<file path="src/rtl/udp_axis_rx_mux_pkg.sv">
// Shared types and constants for the multi-channel UDP receive mux and its ack transmitter.
package udp_axis_pkg;

    typedef enum logic [2:0] {
        RX_HEADER,
        RX_DISCARD,
        RX_ID,
        RX_DATA,
        ACK_WAIT
    } state_t;

    typedef enum logic [1:0] {
        TX_IDLE,
        TX_HEADER,
        TX_ID,
        TX_STATUS
    } tx_state_t;

    localparam logic [7:0] ACK_OK    = 8'h00;
    localparam logic [7:0] ACK_SHORT = 8'h01;
    localparam logic [7:0] ACK_ERR   = 8'h02;
    localparam logic [7:0] ACK_EMPTY = 8'h03;

    localparam int UDP_HDR_LEN = 8;

endpackage

</file>
<file path="src/rtl/udp_axis_rx_mux_if.sv">
// UDP header and AXI-Stream bundles used between the UDP stack, the rx mux and downstream.
interface UDP_RX_HEADER_IF;
    logic        hdr_valid;
    logic        hdr_ready;
    logic [31:0] src_ip;
    logic [31:0] dst_ip;
    logic [15:0] src_port;
    logic [15:0] dst_port;
    logic [15:0] length;

    modport Source (output hdr_valid, src_ip, dst_ip, src_port, dst_port, length, input hdr_ready);
    modport Sink   (input hdr_valid, src_ip, dst_ip, src_port, dst_port, length, output hdr_ready);
endinterface

interface UDP_TX_HEADER_IF;
    logic        hdr_valid;
    logic        hdr_ready;
    logic [31:0] src_ip;
    logic [31:0] dst_ip;
    logic [15:0] src_port;
    logic [15:0] dst_port;
    logic [5:0]  dscp;
    logic [1:0]  ecn;
    logic [7:0]  ttl;
    logic [15:0] length;
    logic [15:0] checksum;

    modport Source (output hdr_valid, src_ip, dst_ip, src_port, dst_port, dscp, ecn, ttl, length,
                    checksum, input hdr_ready);
    modport Sink   (input hdr_valid, src_ip, dst_ip, src_port, dst_port, dscp, ecn, ttl, length,
                    checksum, output hdr_ready);
endinterface

interface AXIS_IF #(
    parameter int DATA_WIDTH  = 8,
    parameter int TDEST_WIDTH = 1,
    parameter int TUSER_WIDTH = 1
);
    logic [DATA_WIDTH-1:0]  tdata;
    logic                   tvalid;
    logic                   tready;
    logic                   tlast;
    logic [TDEST_WIDTH-1:0] tdest;
    logic [TUSER_WIDTH-1:0] tuser;

    modport Transmitter (output tdata, tvalid, tlast, tdest, tuser, input tready);
    modport Receiver    (input tdata, tvalid, tlast, tdest, tuser, output tready);
endinterface

</file>
<file path="src/rtl/udp_axis_rx_mux_ack_tx.sv">
// Serialises one acknowledgement datagram: swapped header, then the echoed ID bytes and a status byte.
module udp_ack_tx
    import udp_axis_pkg::*;
#(
    parameter int ID_BYTES = 6,
    parameter int ACK_TTL  = 64
) (
    input  logic                  clk,
    input  logic                  reset,
    input  logic                  start,
    input  logic [31:0]           local_ip,
    input  logic [31:0]           peer_ip,
    input  logic [15:0]           local_port,
    input  logic [15:0]           peer_port,
    input  logic [8*ID_BYTES-1:0] id,
    input  logic [7:0]            status,
    output logic                  busy,
    UDP_TX_HEADER_IF.Source       tx_hdr,
    AXIS_IF.Transmitter           tx_payload
);

    localparam int IDX_W = (ID_BYTES > 1) ? $clog2(ID_BYTES) : 1;
    localparam logic [IDX_W-1:0] LAST_IDX = IDX_W'(ID_BYTES - 1);

    tx_state_t             state;
    logic                  hdr_valid;
    logic                  tvalid;
    logic                  tlast;
    logic [7:0]            tdata;
    logic [8*ID_BYTES-1:0] id_sh;
    logic [7:0]            status_r;
    logic [IDX_W-1:0]      cnt;
    logic [31:0]           src_ip_r;
    logic [31:0]           dst_ip_r;
    logic [15:0]           src_port_r;
    logic [15:0]           dst_port_r;

    always_ff @(posedge clk) begin
        if (reset) begin
            state      <= TX_IDLE;
            hdr_valid  <= 1'b0;
            tvalid     <= 1'b0;
            tlast      <= 1'b0;
            tdata      <= '0;
            id_sh      <= '0;
            status_r   <= ACK_OK;
            cnt        <= '0;
            src_ip_r   <= '0;
            dst_ip_r   <= '0;
            src_port_r <= '0;
            dst_port_r <= '0;
        end else begin
            unique case (state)
                TX_IDLE: begin
                    if (start) begin
                        src_ip_r   <= local_ip;
                        dst_ip_r   <= peer_ip;
                        src_port_r <= local_port;
                        dst_port_r <= peer_port;
                        id_sh      <= id;
                        status_r   <= status;
                        hdr_valid  <= 1'b1;
                        state      <= TX_HEADER;
                    end
                end
                TX_HEADER: begin
                    if (tx_hdr.hdr_ready) begin
                        hdr_valid <= 1'b0;
                        tvalid    <= 1'b1;
                        tdata     <= id_sh[7:0];
                        id_sh     <= id_sh >> 8;
                        cnt       <= '0;
                        state     <= TX_ID;
                    end
                end
                TX_ID: begin
                    if (tx_payload.tready) begin
                        if (cnt == LAST_IDX) begin
                            tdata <= status_r;
                            tlast <= 1'b1;
                            state <= TX_STATUS;
                        end else begin
                            tdata <= id_sh[7:0];
                            id_sh <= id_sh >> 8;
                            cnt   <= cnt + IDX_W'(1);
                        end
                    end
                end
                TX_STATUS: begin
                    if (tx_payload.tready) begin
                        tvalid <= 1'b0;
                        tlast  <= 1'b0;
                        state  <= TX_IDLE;
                    end
                end
                default: state <= TX_IDLE;
            endcase
        end
    end

    // Busy drops in the cycle the status byte is taken so the rx side can re-arm without a bubble.
    assign busy = (state != TX_IDLE) && !((state == TX_STATUS) && tx_payload.tready);

    assign tx_hdr.hdr_valid = hdr_valid;
    assign tx_hdr.src_ip    = src_ip_r;
    assign tx_hdr.dst_ip    = dst_ip_r;
    assign tx_hdr.src_port  = src_port_r;
    assign tx_hdr.dst_port  = dst_port_r;
    assign tx_hdr.dscp      = '0;
    assign tx_hdr.ecn       = '0;
    assign tx_hdr.ttl       = 8'(ACK_TTL);
    assign tx_hdr.length    = 16'(UDP_HDR_LEN + ID_BYTES + 1);
    assign tx_hdr.checksum  = '0;

    assign tx_payload.tvalid = tvalid;
    assign tx_payload.tdata  = tdata;
    assign tx_payload.tlast  = tlast;
    assign tx_payload.tdest  = '0;
    assign tx_payload.tuser  = '0;

endmodule

</file>
<file path="src/rtl/udp_axis_rx_mux.sv">
// Multi-channel UDP receive endpoint: strips a transfer ID, forwards payload tagged by channel, acks the sender.
module udp_axis_rx_mux
    import udp_axis_pkg::*;
#(
    parameter int UDP_PORT_BASE = 4321,
    parameter int NUM_CHANNELS  = 4,
    parameter int ID_BYTES      = 6,
    parameter int ACK_TTL       = 64
) (
    input  logic            clk,
    input  logic            reset,
    UDP_RX_HEADER_IF.Sink   udp_rx_header_if,
    AXIS_IF.Receiver        udp_rx_payload_if,
    UDP_TX_HEADER_IF.Source udp_tx_header_if,
    AXIS_IF.Transmitter     udp_tx_payload_if,
    AXIS_IF.Transmitter     out_axis_if,
    output logic [31:0]     rx_count,
    output logic [31:0]     drop_count
);

    localparam int DEST_W = (NUM_CHANNELS > 1) ? $clog2(NUM_CHANNELS) : 1;
    localparam int IDX_W  = (ID_BYTES > 1) ? $clog2(ID_BYTES) : 1;
    localparam logic [IDX_W-1:0] LAST_IDX = IDX_W'(ID_BYTES - 1);

    state_t                state;
    logic                  hdr_ready;
    logic                  ack_start;
    logic                  ack_busy;
    logic [IDX_W-1:0]      idx;
    logic [8*ID_BYTES-1:0] id;
    logic [7:0]            status;
    logic [DEST_W-1:0]     ch;
    logic [31:0]           peer_ip;
    logic [31:0]           local_ip;
    logic [15:0]           peer_port;
    logic [15:0]           local_port;
    logic [15:0]           ch_full;
    logic                  rx_beat;

    // Ports below the base wrap to large values and fall outside the channel range.
    assign ch_full = udp_rx_header_if.dst_port - 16'(UDP_PORT_BASE);
    assign rx_beat = udp_rx_payload_if.tvalid && udp_rx_payload_if.tready;

    always_ff @(posedge clk) begin
        if (reset) begin
            state      <= RX_HEADER;
            hdr_ready  <= 1'b0;
            ack_start  <= 1'b0;
            idx        <= '0;
            id         <= '0;
            status     <= ACK_OK;
            ch         <= '0;
            peer_ip    <= '0;
            local_ip   <= '0;
            peer_port  <= '0;
            local_port <= '0;
            rx_count   <= '0;
            drop_count <= '0;
        end else begin
            ack_start <= 1'b0;
            unique case (state)
                RX_HEADER: begin
                    hdr_ready <= 1'b1;
                    if (hdr_ready && udp_rx_header_if.hdr_valid) begin
                        hdr_ready  <= 1'b0;
                        peer_ip    <= udp_rx_header_if.src_ip;
                        local_ip   <= udp_rx_header_if.dst_ip;
                        peer_port  <= udp_rx_header_if.src_port;
                        local_port <= udp_rx_header_if.dst_port;
                        idx        <= '0;
                        id         <= '0;
                        if (ch_full < 16'(NUM_CHANNELS)) begin
                            ch       <= ch_full[DEST_W-1:0];
                            rx_count <= rx_count + 32'd1;
                            state    <= RX_ID;
                        end else begin
                            drop_count <= drop_count + 32'd1;
                            state      <= RX_DISCARD;
                        end
                    end
                end
                RX_DISCARD: begin
                    if (rx_beat && udp_rx_payload_if.tlast) begin
                        hdr_ready <= 1'b1;
                        state     <= RX_HEADER;
                    end
                end
                RX_ID: begin
                    if (rx_beat) begin
                        id[{idx, 3'b000} +: 8] <= udp_rx_payload_if.tdata;
                        if (udp_rx_payload_if.tlast) begin
                            status    <= (idx == LAST_IDX) ? ACK_EMPTY : ACK_SHORT;
                            ack_start <= 1'b1;
                            state     <= ACK_WAIT;
                        end else if (idx == LAST_IDX) begin
                            state <= RX_DATA;
                        end else begin
                            idx <= idx + IDX_W'(1);
                        end
                    end
                end
                RX_DATA: begin
                    if (rx_beat && udp_rx_payload_if.tlast) begin
                        status    <= udp_rx_payload_if.tuser[0] ? ACK_ERR : ACK_OK;
                        ack_start <= 1'b1;
                        state     <= ACK_WAIT;
                    end
                end
                ACK_WAIT: begin
                    // ack_start is still pending in the first cycle, before busy has risen.
                    if (!ack_start && !ack_busy) begin
                        hdr_ready <= 1'b1;
                        state     <= RX_HEADER;
                    end
                end
                default: state <= RX_HEADER;
            endcase
        end
    end

    always_comb begin
        udp_rx_payload_if.tready = 1'b0;
        unique case (state)
            RX_DISCARD, RX_ID: udp_rx_payload_if.tready = 1'b1;
            RX_DATA:           udp_rx_payload_if.tready = out_axis_if.tready;
            default:           udp_rx_payload_if.tready = 1'b0;
        endcase
    end

    assign udp_rx_header_if.hdr_ready = hdr_ready;

    assign out_axis_if.tvalid = (state == RX_DATA) && udp_rx_payload_if.tvalid;
    assign out_axis_if.tdata  = udp_rx_payload_if.tdata;
    assign out_axis_if.tlast  = udp_rx_payload_if.tlast;
    assign out_axis_if.tuser  = udp_rx_payload_if.tuser;
    assign out_axis_if.tdest  = ch;

    udp_ack_tx #(
        .ID_BYTES (ID_BYTES),
        .ACK_TTL  (ACK_TTL)
    ) u_ack_tx (
        .clk        (clk),
        .reset      (reset),
        .start      (ack_start),
        .local_ip   (local_ip),
        .peer_ip    (peer_ip),
        .local_port (local_port),
        .peer_port  (peer_port),
        .id         (id),
        .status     (status),
        .busy       (ack_busy),
        .tx_hdr     (udp_tx_header_if),
        .tx_payload (udp_tx_payload_if)
    );

endmodule

</file>
<file path="src/flat_wrapper.sv">
// flat-port wrapper written by rule: the top's interface ports become plain ports
module udp_axis_rx_mux_flat import udp_axis_pkg::*;
#(
    parameter int UDP_PORT_BASE = 4321,
    parameter int NUM_CHANNELS  = 4,
    parameter int ID_BYTES      = 6,
    parameter int ACK_TTL       = 64
)
  (clk, reset, rx_count, drop_count, udp_rx_header_if_hdr_valid, udp_rx_header_if_src_ip, udp_rx_header_if_dst_ip, udp_rx_header_if_src_port, udp_rx_header_if_dst_port, udp_rx_header_if_length, udp_rx_header_if_hdr_ready, udp_rx_payload_if_tdata, udp_rx_payload_if_tvalid, udp_rx_payload_if_tlast, udp_rx_payload_if_tdest, udp_rx_payload_if_tuser, udp_rx_payload_if_tready, udp_tx_header_if_hdr_valid, udp_tx_header_if_src_ip, udp_tx_header_if_dst_ip, udp_tx_header_if_src_port, udp_tx_header_if_dst_port, udp_tx_header_if_dscp, udp_tx_header_if_ecn, udp_tx_header_if_ttl, udp_tx_header_if_length, udp_tx_header_if_checksum, udp_tx_header_if_hdr_ready, udp_tx_payload_if_tdata, udp_tx_payload_if_tvalid, udp_tx_payload_if_tlast, udp_tx_payload_if_tdest, udp_tx_payload_if_tuser, udp_tx_payload_if_tready, out_axis_if_tdata, out_axis_if_tvalid, out_axis_if_tlast, out_axis_if_tdest, out_axis_if_tuser, out_axis_if_tready);
  UDP_RX_HEADER_IF udp_rx_header_if_i ();
  AXIS_IF #(.DATA_WIDTH(8), .TDEST_WIDTH(1), .TUSER_WIDTH(1)) udp_rx_payload_if_i ();
  UDP_TX_HEADER_IF udp_tx_header_if_i ();
  AXIS_IF #(.DATA_WIDTH(8), .TDEST_WIDTH(1), .TUSER_WIDTH(1)) udp_tx_payload_if_i ();
  AXIS_IF #(.DATA_WIDTH(8), .TDEST_WIDTH((2)), .TUSER_WIDTH(1)) out_axis_if_i ();
  input  logic clk;
  input  logic reset;
  output logic [31:0] rx_count;
  output logic [31:0] drop_count;
  input wire logic [$bits(udp_rx_header_if_i.hdr_valid)-1:0] udp_rx_header_if_hdr_valid;
  input wire logic [$bits(udp_rx_header_if_i.src_ip)-1:0] udp_rx_header_if_src_ip;
  input wire logic [$bits(udp_rx_header_if_i.dst_ip)-1:0] udp_rx_header_if_dst_ip;
  input wire logic [$bits(udp_rx_header_if_i.src_port)-1:0] udp_rx_header_if_src_port;
  input wire logic [$bits(udp_rx_header_if_i.dst_port)-1:0] udp_rx_header_if_dst_port;
  input wire logic [$bits(udp_rx_header_if_i.length)-1:0] udp_rx_header_if_length;
  output wire logic [$bits(udp_rx_header_if_i.hdr_ready)-1:0] udp_rx_header_if_hdr_ready;
  input wire logic [$bits(udp_rx_payload_if_i.tdata)-1:0] udp_rx_payload_if_tdata;
  input wire logic [$bits(udp_rx_payload_if_i.tvalid)-1:0] udp_rx_payload_if_tvalid;
  input wire logic [$bits(udp_rx_payload_if_i.tlast)-1:0] udp_rx_payload_if_tlast;
  input wire logic [$bits(udp_rx_payload_if_i.tdest)-1:0] udp_rx_payload_if_tdest;
  input wire logic [$bits(udp_rx_payload_if_i.tuser)-1:0] udp_rx_payload_if_tuser;
  output wire logic [$bits(udp_rx_payload_if_i.tready)-1:0] udp_rx_payload_if_tready;
  output wire logic [$bits(udp_tx_header_if_i.hdr_valid)-1:0] udp_tx_header_if_hdr_valid;
  output wire logic [$bits(udp_tx_header_if_i.src_ip)-1:0] udp_tx_header_if_src_ip;
  output wire logic [$bits(udp_tx_header_if_i.dst_ip)-1:0] udp_tx_header_if_dst_ip;
  output wire logic [$bits(udp_tx_header_if_i.src_port)-1:0] udp_tx_header_if_src_port;
  output wire logic [$bits(udp_tx_header_if_i.dst_port)-1:0] udp_tx_header_if_dst_port;
  output wire logic [$bits(udp_tx_header_if_i.dscp)-1:0] udp_tx_header_if_dscp;
  output wire logic [$bits(udp_tx_header_if_i.ecn)-1:0] udp_tx_header_if_ecn;
  output wire logic [$bits(udp_tx_header_if_i.ttl)-1:0] udp_tx_header_if_ttl;
  output wire logic [$bits(udp_tx_header_if_i.length)-1:0] udp_tx_header_if_length;
  output wire logic [$bits(udp_tx_header_if_i.checksum)-1:0] udp_tx_header_if_checksum;
  input wire logic [$bits(udp_tx_header_if_i.hdr_ready)-1:0] udp_tx_header_if_hdr_ready;
  output wire logic [$bits(udp_tx_payload_if_i.tdata)-1:0] udp_tx_payload_if_tdata;
  output wire logic [$bits(udp_tx_payload_if_i.tvalid)-1:0] udp_tx_payload_if_tvalid;
  output wire logic [$bits(udp_tx_payload_if_i.tlast)-1:0] udp_tx_payload_if_tlast;
  output wire logic [$bits(udp_tx_payload_if_i.tdest)-1:0] udp_tx_payload_if_tdest;
  output wire logic [$bits(udp_tx_payload_if_i.tuser)-1:0] udp_tx_payload_if_tuser;
  input wire logic [$bits(udp_tx_payload_if_i.tready)-1:0] udp_tx_payload_if_tready;
  output wire logic [$bits(out_axis_if_i.tdata)-1:0] out_axis_if_tdata;
  output wire logic [$bits(out_axis_if_i.tvalid)-1:0] out_axis_if_tvalid;
  output wire logic [$bits(out_axis_if_i.tlast)-1:0] out_axis_if_tlast;
  output wire logic [$bits(out_axis_if_i.tdest)-1:0] out_axis_if_tdest;
  output wire logic [$bits(out_axis_if_i.tuser)-1:0] out_axis_if_tuser;
  input wire logic [$bits(out_axis_if_i.tready)-1:0] out_axis_if_tready;
  assign udp_rx_header_if_i.hdr_valid = udp_rx_header_if_hdr_valid;
  assign udp_rx_header_if_i.src_ip = udp_rx_header_if_src_ip;
  assign udp_rx_header_if_i.dst_ip = udp_rx_header_if_dst_ip;
  assign udp_rx_header_if_i.src_port = udp_rx_header_if_src_port;
  assign udp_rx_header_if_i.dst_port = udp_rx_header_if_dst_port;
  assign udp_rx_header_if_i.length = udp_rx_header_if_length;
  assign udp_rx_header_if_hdr_ready = udp_rx_header_if_i.hdr_ready;
  assign udp_rx_payload_if_i.tdata = udp_rx_payload_if_tdata;
  assign udp_rx_payload_if_i.tvalid = udp_rx_payload_if_tvalid;
  assign udp_rx_payload_if_i.tlast = udp_rx_payload_if_tlast;
  assign udp_rx_payload_if_i.tdest = udp_rx_payload_if_tdest;
  assign udp_rx_payload_if_i.tuser = udp_rx_payload_if_tuser;
  assign udp_rx_payload_if_tready = udp_rx_payload_if_i.tready;
  assign udp_tx_header_if_hdr_valid = udp_tx_header_if_i.hdr_valid;
  assign udp_tx_header_if_src_ip = udp_tx_header_if_i.src_ip;
  assign udp_tx_header_if_dst_ip = udp_tx_header_if_i.dst_ip;
  assign udp_tx_header_if_src_port = udp_tx_header_if_i.src_port;
  assign udp_tx_header_if_dst_port = udp_tx_header_if_i.dst_port;
  assign udp_tx_header_if_dscp = udp_tx_header_if_i.dscp;
  assign udp_tx_header_if_ecn = udp_tx_header_if_i.ecn;
  assign udp_tx_header_if_ttl = udp_tx_header_if_i.ttl;
  assign udp_tx_header_if_length = udp_tx_header_if_i.length;
  assign udp_tx_header_if_checksum = udp_tx_header_if_i.checksum;
  assign udp_tx_header_if_i.hdr_ready = udp_tx_header_if_hdr_ready;
  assign udp_tx_payload_if_tdata = udp_tx_payload_if_i.tdata;
  assign udp_tx_payload_if_tvalid = udp_tx_payload_if_i.tvalid;
  assign udp_tx_payload_if_tlast = udp_tx_payload_if_i.tlast;
  assign udp_tx_payload_if_tdest = udp_tx_payload_if_i.tdest;
  assign udp_tx_payload_if_tuser = udp_tx_payload_if_i.tuser;
  assign udp_tx_payload_if_i.tready = udp_tx_payload_if_tready;
  assign out_axis_if_tdata = out_axis_if_i.tdata;
  assign out_axis_if_tvalid = out_axis_if_i.tvalid;
  assign out_axis_if_tlast = out_axis_if_i.tlast;
  assign out_axis_if_tdest = out_axis_if_i.tdest;
  assign out_axis_if_tuser = out_axis_if_i.tuser;
  assign out_axis_if_i.tready = out_axis_if_tready;
  udp_axis_rx_mux #(.UDP_PORT_BASE(UDP_PORT_BASE), .NUM_CHANNELS(NUM_CHANNELS), .ID_BYTES(ID_BYTES), .ACK_TTL(ACK_TTL)) u_core (.clk(clk), .reset(reset), .udp_rx_header_if(udp_rx_header_if_i), .udp_rx_payload_if(udp_rx_payload_if_i), .udp_tx_header_if(udp_tx_header_if_i), .udp_tx_payload_if(udp_tx_payload_if_i), .out_axis_if(out_axis_if_i), .rx_count(rx_count), .drop_count(drop_count));
endmodule
</file>
<file path="config.mk">
export PLATFORM = sky130hd
export DESIGN_NAME = udp_axis_rx_mux_flat
export DESIGN_NICKNAME = d
export VERILOG_FILES = /design/src/rtl/udp_axis_rx_mux_pkg.sv /design/src/rtl/udp_axis_rx_mux_if.sv /design/src/rtl/udp_axis_rx_mux_ack_tx.sv /design/src/rtl/udp_axis_rx_mux.sv /design/src/flat_wrapper.sv
export SDC_FILE = /design/constraint.sdc
export NUM_CORES = 1
export LEC_CHECK = 0
export ABC_AREA = 1
export CAP_MARGIN = 15
export CORE_AREA = 2 2 220 222
export CTS_BUF_LIST = sky130_fd_sc_hd__clkbuf_4 sky130_fd_sc_hd__clkbuf_8 sky130_fd_sc_hd__clkbuf_16
export CTS_CLUSTER_SIZE = 10
export DETAILED_ROUTE_END_ITERATION = 12
export DIE_AREA = 0 0 222 224
export HOLD_SLACK_MARGIN = 0.12
export PLACE_DENSITY = 0.65
export SLEW_MARGIN = 20
export SYNTH_ARGS = -nofsm -noshare
export SYNTH_HDL_FRONTEND = slang
export SYNTH_SLANG_ARGS = --single-unit
</file>
<file path="constraint.sdc">
create_clock -name clk -period 2.4 [get_ports clk]
set_input_delay 0.48 -clock clk [delete_from_list [all_inputs] [get_ports clk]]
set_output_delay 0.48 -clock clk [all_outputs]
set_load 0.01 [all_outputs]
</file>
==> results.toml <==
[logic_synthesis]
synth_edf_count = 0
synth-xor-area-share_pct = 1.65
synthSimpleGateAreaFrac_pct = 25.1
synthDistinctLibCells = 48
synth_seq_cells = 382
synthTopCellsByCount = "nor2_1, dfxtp_1, nand2_1"
synth.area.top_cells = "dfxtp_1, nor2_1, o21ai_0, nand2_1, a21oi_1"
muxShareOfSynthArea_pct = 0.0685
avgSynthCellArea_sq_um = 7.33
synthesis.area_sq_um = 16400
synth_top_family_by_area = "simple AND/OR/NAND/NOR gates"
ys_seq_area_share_pct = 46.5
yosysMostFrequentCell = "nor2_1"
postSynthCellCount = 2243
ys.flop_type = "dfxtp_1"
synthAdderAreaFrac_pct = 1.14
synth_compound_gate_area_share_pct = 15.8
yosysTopAreaCell = "dfxtp_1"
yosys.area.top_type_share_pct = 46.5
yosysWarnings = 0
async_flop_share_pct = 0

[die]
start_util_pct = 34.7
die_area_sq_um = 49700
die_w_microns = 222
coreArea_sq_um = 47300
die_y_microns = 224
num_rows = 80
pin_count = 366

[sta]
period_needed_ns = 2.42
hold_viol_final = 0
slew_violations = 0
worstMarginPinSlew_ns = 0.627
relSlewSlack_pct = 57.9
fin_ws_ns = -0.0234
fin_skew_ns = 0.0155
fmax_mhz = 413
grt_setup_unrepaired = "true"
finalCritPeriodShare_pct = 101
setup_viol = 1

[cells_and_area]
num_antenna_cells = 0
drive_gt1_share_pct = 7.58
fillCellCount = 4683
ff_latch_area_sq_um = 7650
area_delta_synth_final_pct = 30.3
multi_input_area_sq_um = 7420
final_cell_area_sq_um = 21400
nets = 2669

[setup_path]
crit-reg2reg-launch = "u_core.rx_count[1]"
r2r_end = "u_core.rx_count[26]"
ff2ff_setup_slack_ns = 0.19
startpoint_type = "register"
worst-setup-path-type = "reg -> out"
cp_cell_sequence = "inv_1 > nor2_2 > a31oi_1 > nand2_1 > clkdlybuf4s50_1"
cp-end-kind = "output port"
crit_slowest_cell = "clkdlybuf4s50_1"
r2r_cells = 13
slowest_delay_ns = 0.54
required_ns = 1.92
path_max_fanout = 3
cp.arrival_ns = 1.94

[grt]
grt_pass1_vias = 14466
grt_max_degree = 113
grt_pass1_wl_microns = 75800
antenna_found_initial = 1
overflow = 0
track_usage_pct = 18.4

[detailed_routing]
vias_per_cell = 4.87
routedWlPerCell_microns = 15.0
drc = 0
ant_nets = 0
drt-total-wl_microns = 47200
first_pass_iters = 6
drtIter0Drc = 1074
vias = 15343

[cts]
clock-sinks = 382
cts_buffers = 45
ctsHoldBuffers = 0
tritoncts = "yes"
clkSlewWorstSetupHoldPaths_ns = 0.05
cts_root_buf = "clkbuf_16"
cts.htree.levels = 2
clock_latency_ns = 0.57
cts_buffer_depth = 3

[outcome]
violations = "setup timing"
status = "finished with violations"

[power]
power_leakage_nw = 8.12
max-vdd-ir-drop_v = 0.000412
cellPowerDensity_nw_per_um2 = 799
total_power_mw = 17.1

[min_path]
whs_path_depth = 4
min-delay-start = "reset"
hold_path.class = "in -> reg"
min_to = "u_core.u_ack_tx.id_sh[11]"

[job]
maxCapViolCount = 0

[placed_design]
port_buffers = 298
place_area_sq_um = 20100
gp_congestion = 0.903
dpl_worst_slack_ns = -0.380
dp_hpwl_microns = 32800
-- state kept, by name, summed over array words and instances (netlist names), 32 cells and up --
| signal | cells |
|---|---|
| u_core.rx_count | 32 |
| u_core.local_ip | 32 |
| u_core.u_ack_tx.tx_hdr.src_ip | 32 |
| u_core.peer_ip | 32 |
| u_core.drop_count | 32 |
| u_core.id | 48 |
| u_core.u_ack_tx.tx_hdr.dst_ip | 32 |
| u_core.u_ack_tx.id_sh | 48 |
-- per-layer routing --
| metal | vias up | track usage (%) | wire length, microns |
|---|---|---|---|
| li1 | 7716 | - | - |
| met1 | 7104 | 24.1 | 21500 |
| met2 | 452 | 30.7 | 22000 |
| met3 | 69 | 4.07 | 2780 |
| met4 | 2 | 4.69 | 887 |
| met5 | - | 0 | 16 |
-- cell type report --
class | instances | share of cell area [%]
flip-flops and latches | 382 | 35.7
multi-input cells | 1566 | 34.6
repair buffers | 368 | 17.3
clock buffers | 52 | 5.70
well taps | 615 | 3.59
inverters | 161 | 2.86
clock inverters | 4 | 0.228
-- power by group --
| group | total [mW] | switching [mW] | internal [mW] |
|---|---|---|---|
| Sequential | 7.32 | 0.318 | 7.00 |
| Combinational | 3.67 | 2.38 | 1.29 |
| Clock | 6.12 | 2.56 | 3.56 |
-- cell usage in the layout, fill, tap and decap left out, types with 3 or more instances in the layout --
master	instances
a211oi_1	3
a211oi_2	8
a21oi_1	151
a31oi_1	42
buf_12	16
buf_4	55
clkbuf_16	46
clkbuf_8	4
clkdlybuf4s50_1	296
conb_1	50
dfxtp_1	380
ha_1	15
inv_1	152
inv_2	6
nand2_1	342
nand2_2	4
nand3_1	89
nand3_2	6
nand3b_1	3
nand4_1	23
nor2_1	454
nor2_2	18
nor2_4	3
nor3_1	23
nor4_1	3
o21ai_0	264
o21ai_1	7
xnor2_1	11
xor2_1	20
-- stage by stage --
stage | util [%] | setup TNS, ns | hold slack [ns] | instances
floorplan | - | 0 | 0.420 | 2291
global placement | 42.4 | -17.66 | 0.432 | 3087
detailed placement | 42.4 | -20.76 | 0.432 | 3087
CTS | 45.1 | -0.0476 | 0.341 | 3144
global route | 45.3 | -0.165 | 0.369 | 3148
finish | 45.3 | -0.0234 | 0.362 | 3148
-- how the worst max path moves through the flow --
stage                          endpoint                    startpoint
2_1_floorplan       u_core.rx_count[29]  udp_rx_header_if_dst_port[0]
3_3_place_gp      u_core.drop_count[21]  udp_rx_header_if_dst_port[1]
3_5_place_dp       u_core.drop_count[5]  udp_rx_header_if_dst_port[1]
4_1_cts        udp_rx_payload_if_tready               u_core.state[0]
5_1_grt        udp_rx_payload_if_tready               u_core.state[1]
6_report       udp_rx_payload_if_tready               u_core.state[1]
-- cells by family (layout without fill, tap and decap cells) --
logic type                 Yosys count  count (layout)
buffers and inverters              343             585
other                                2              50
DFF                                382             382
and+or+nand+nor                    982             982
xor gates and xnor gates            31              31
muxes                                1               1
AOI/OAI and AO/OA                  487             487
adders and majority gates           15              15
-- worst max-delay path: cells and delay by family, from the launching register on --
family	cells	cell delay, ns
AO/OA/AOI/OAI	1	0.13
AND/OR/NAND/NOR	2	0.23
flip-flops	1	0.37
buffers and inverters	2	0.66
-- what timing repair did --
action,4_1_cts,5_1_grt
gates resized for setup,5,6
setup endpoints to repair,2,20
setup buffers,1,4
pin swaps,1,3
Power figures use the tool's default switching activity.
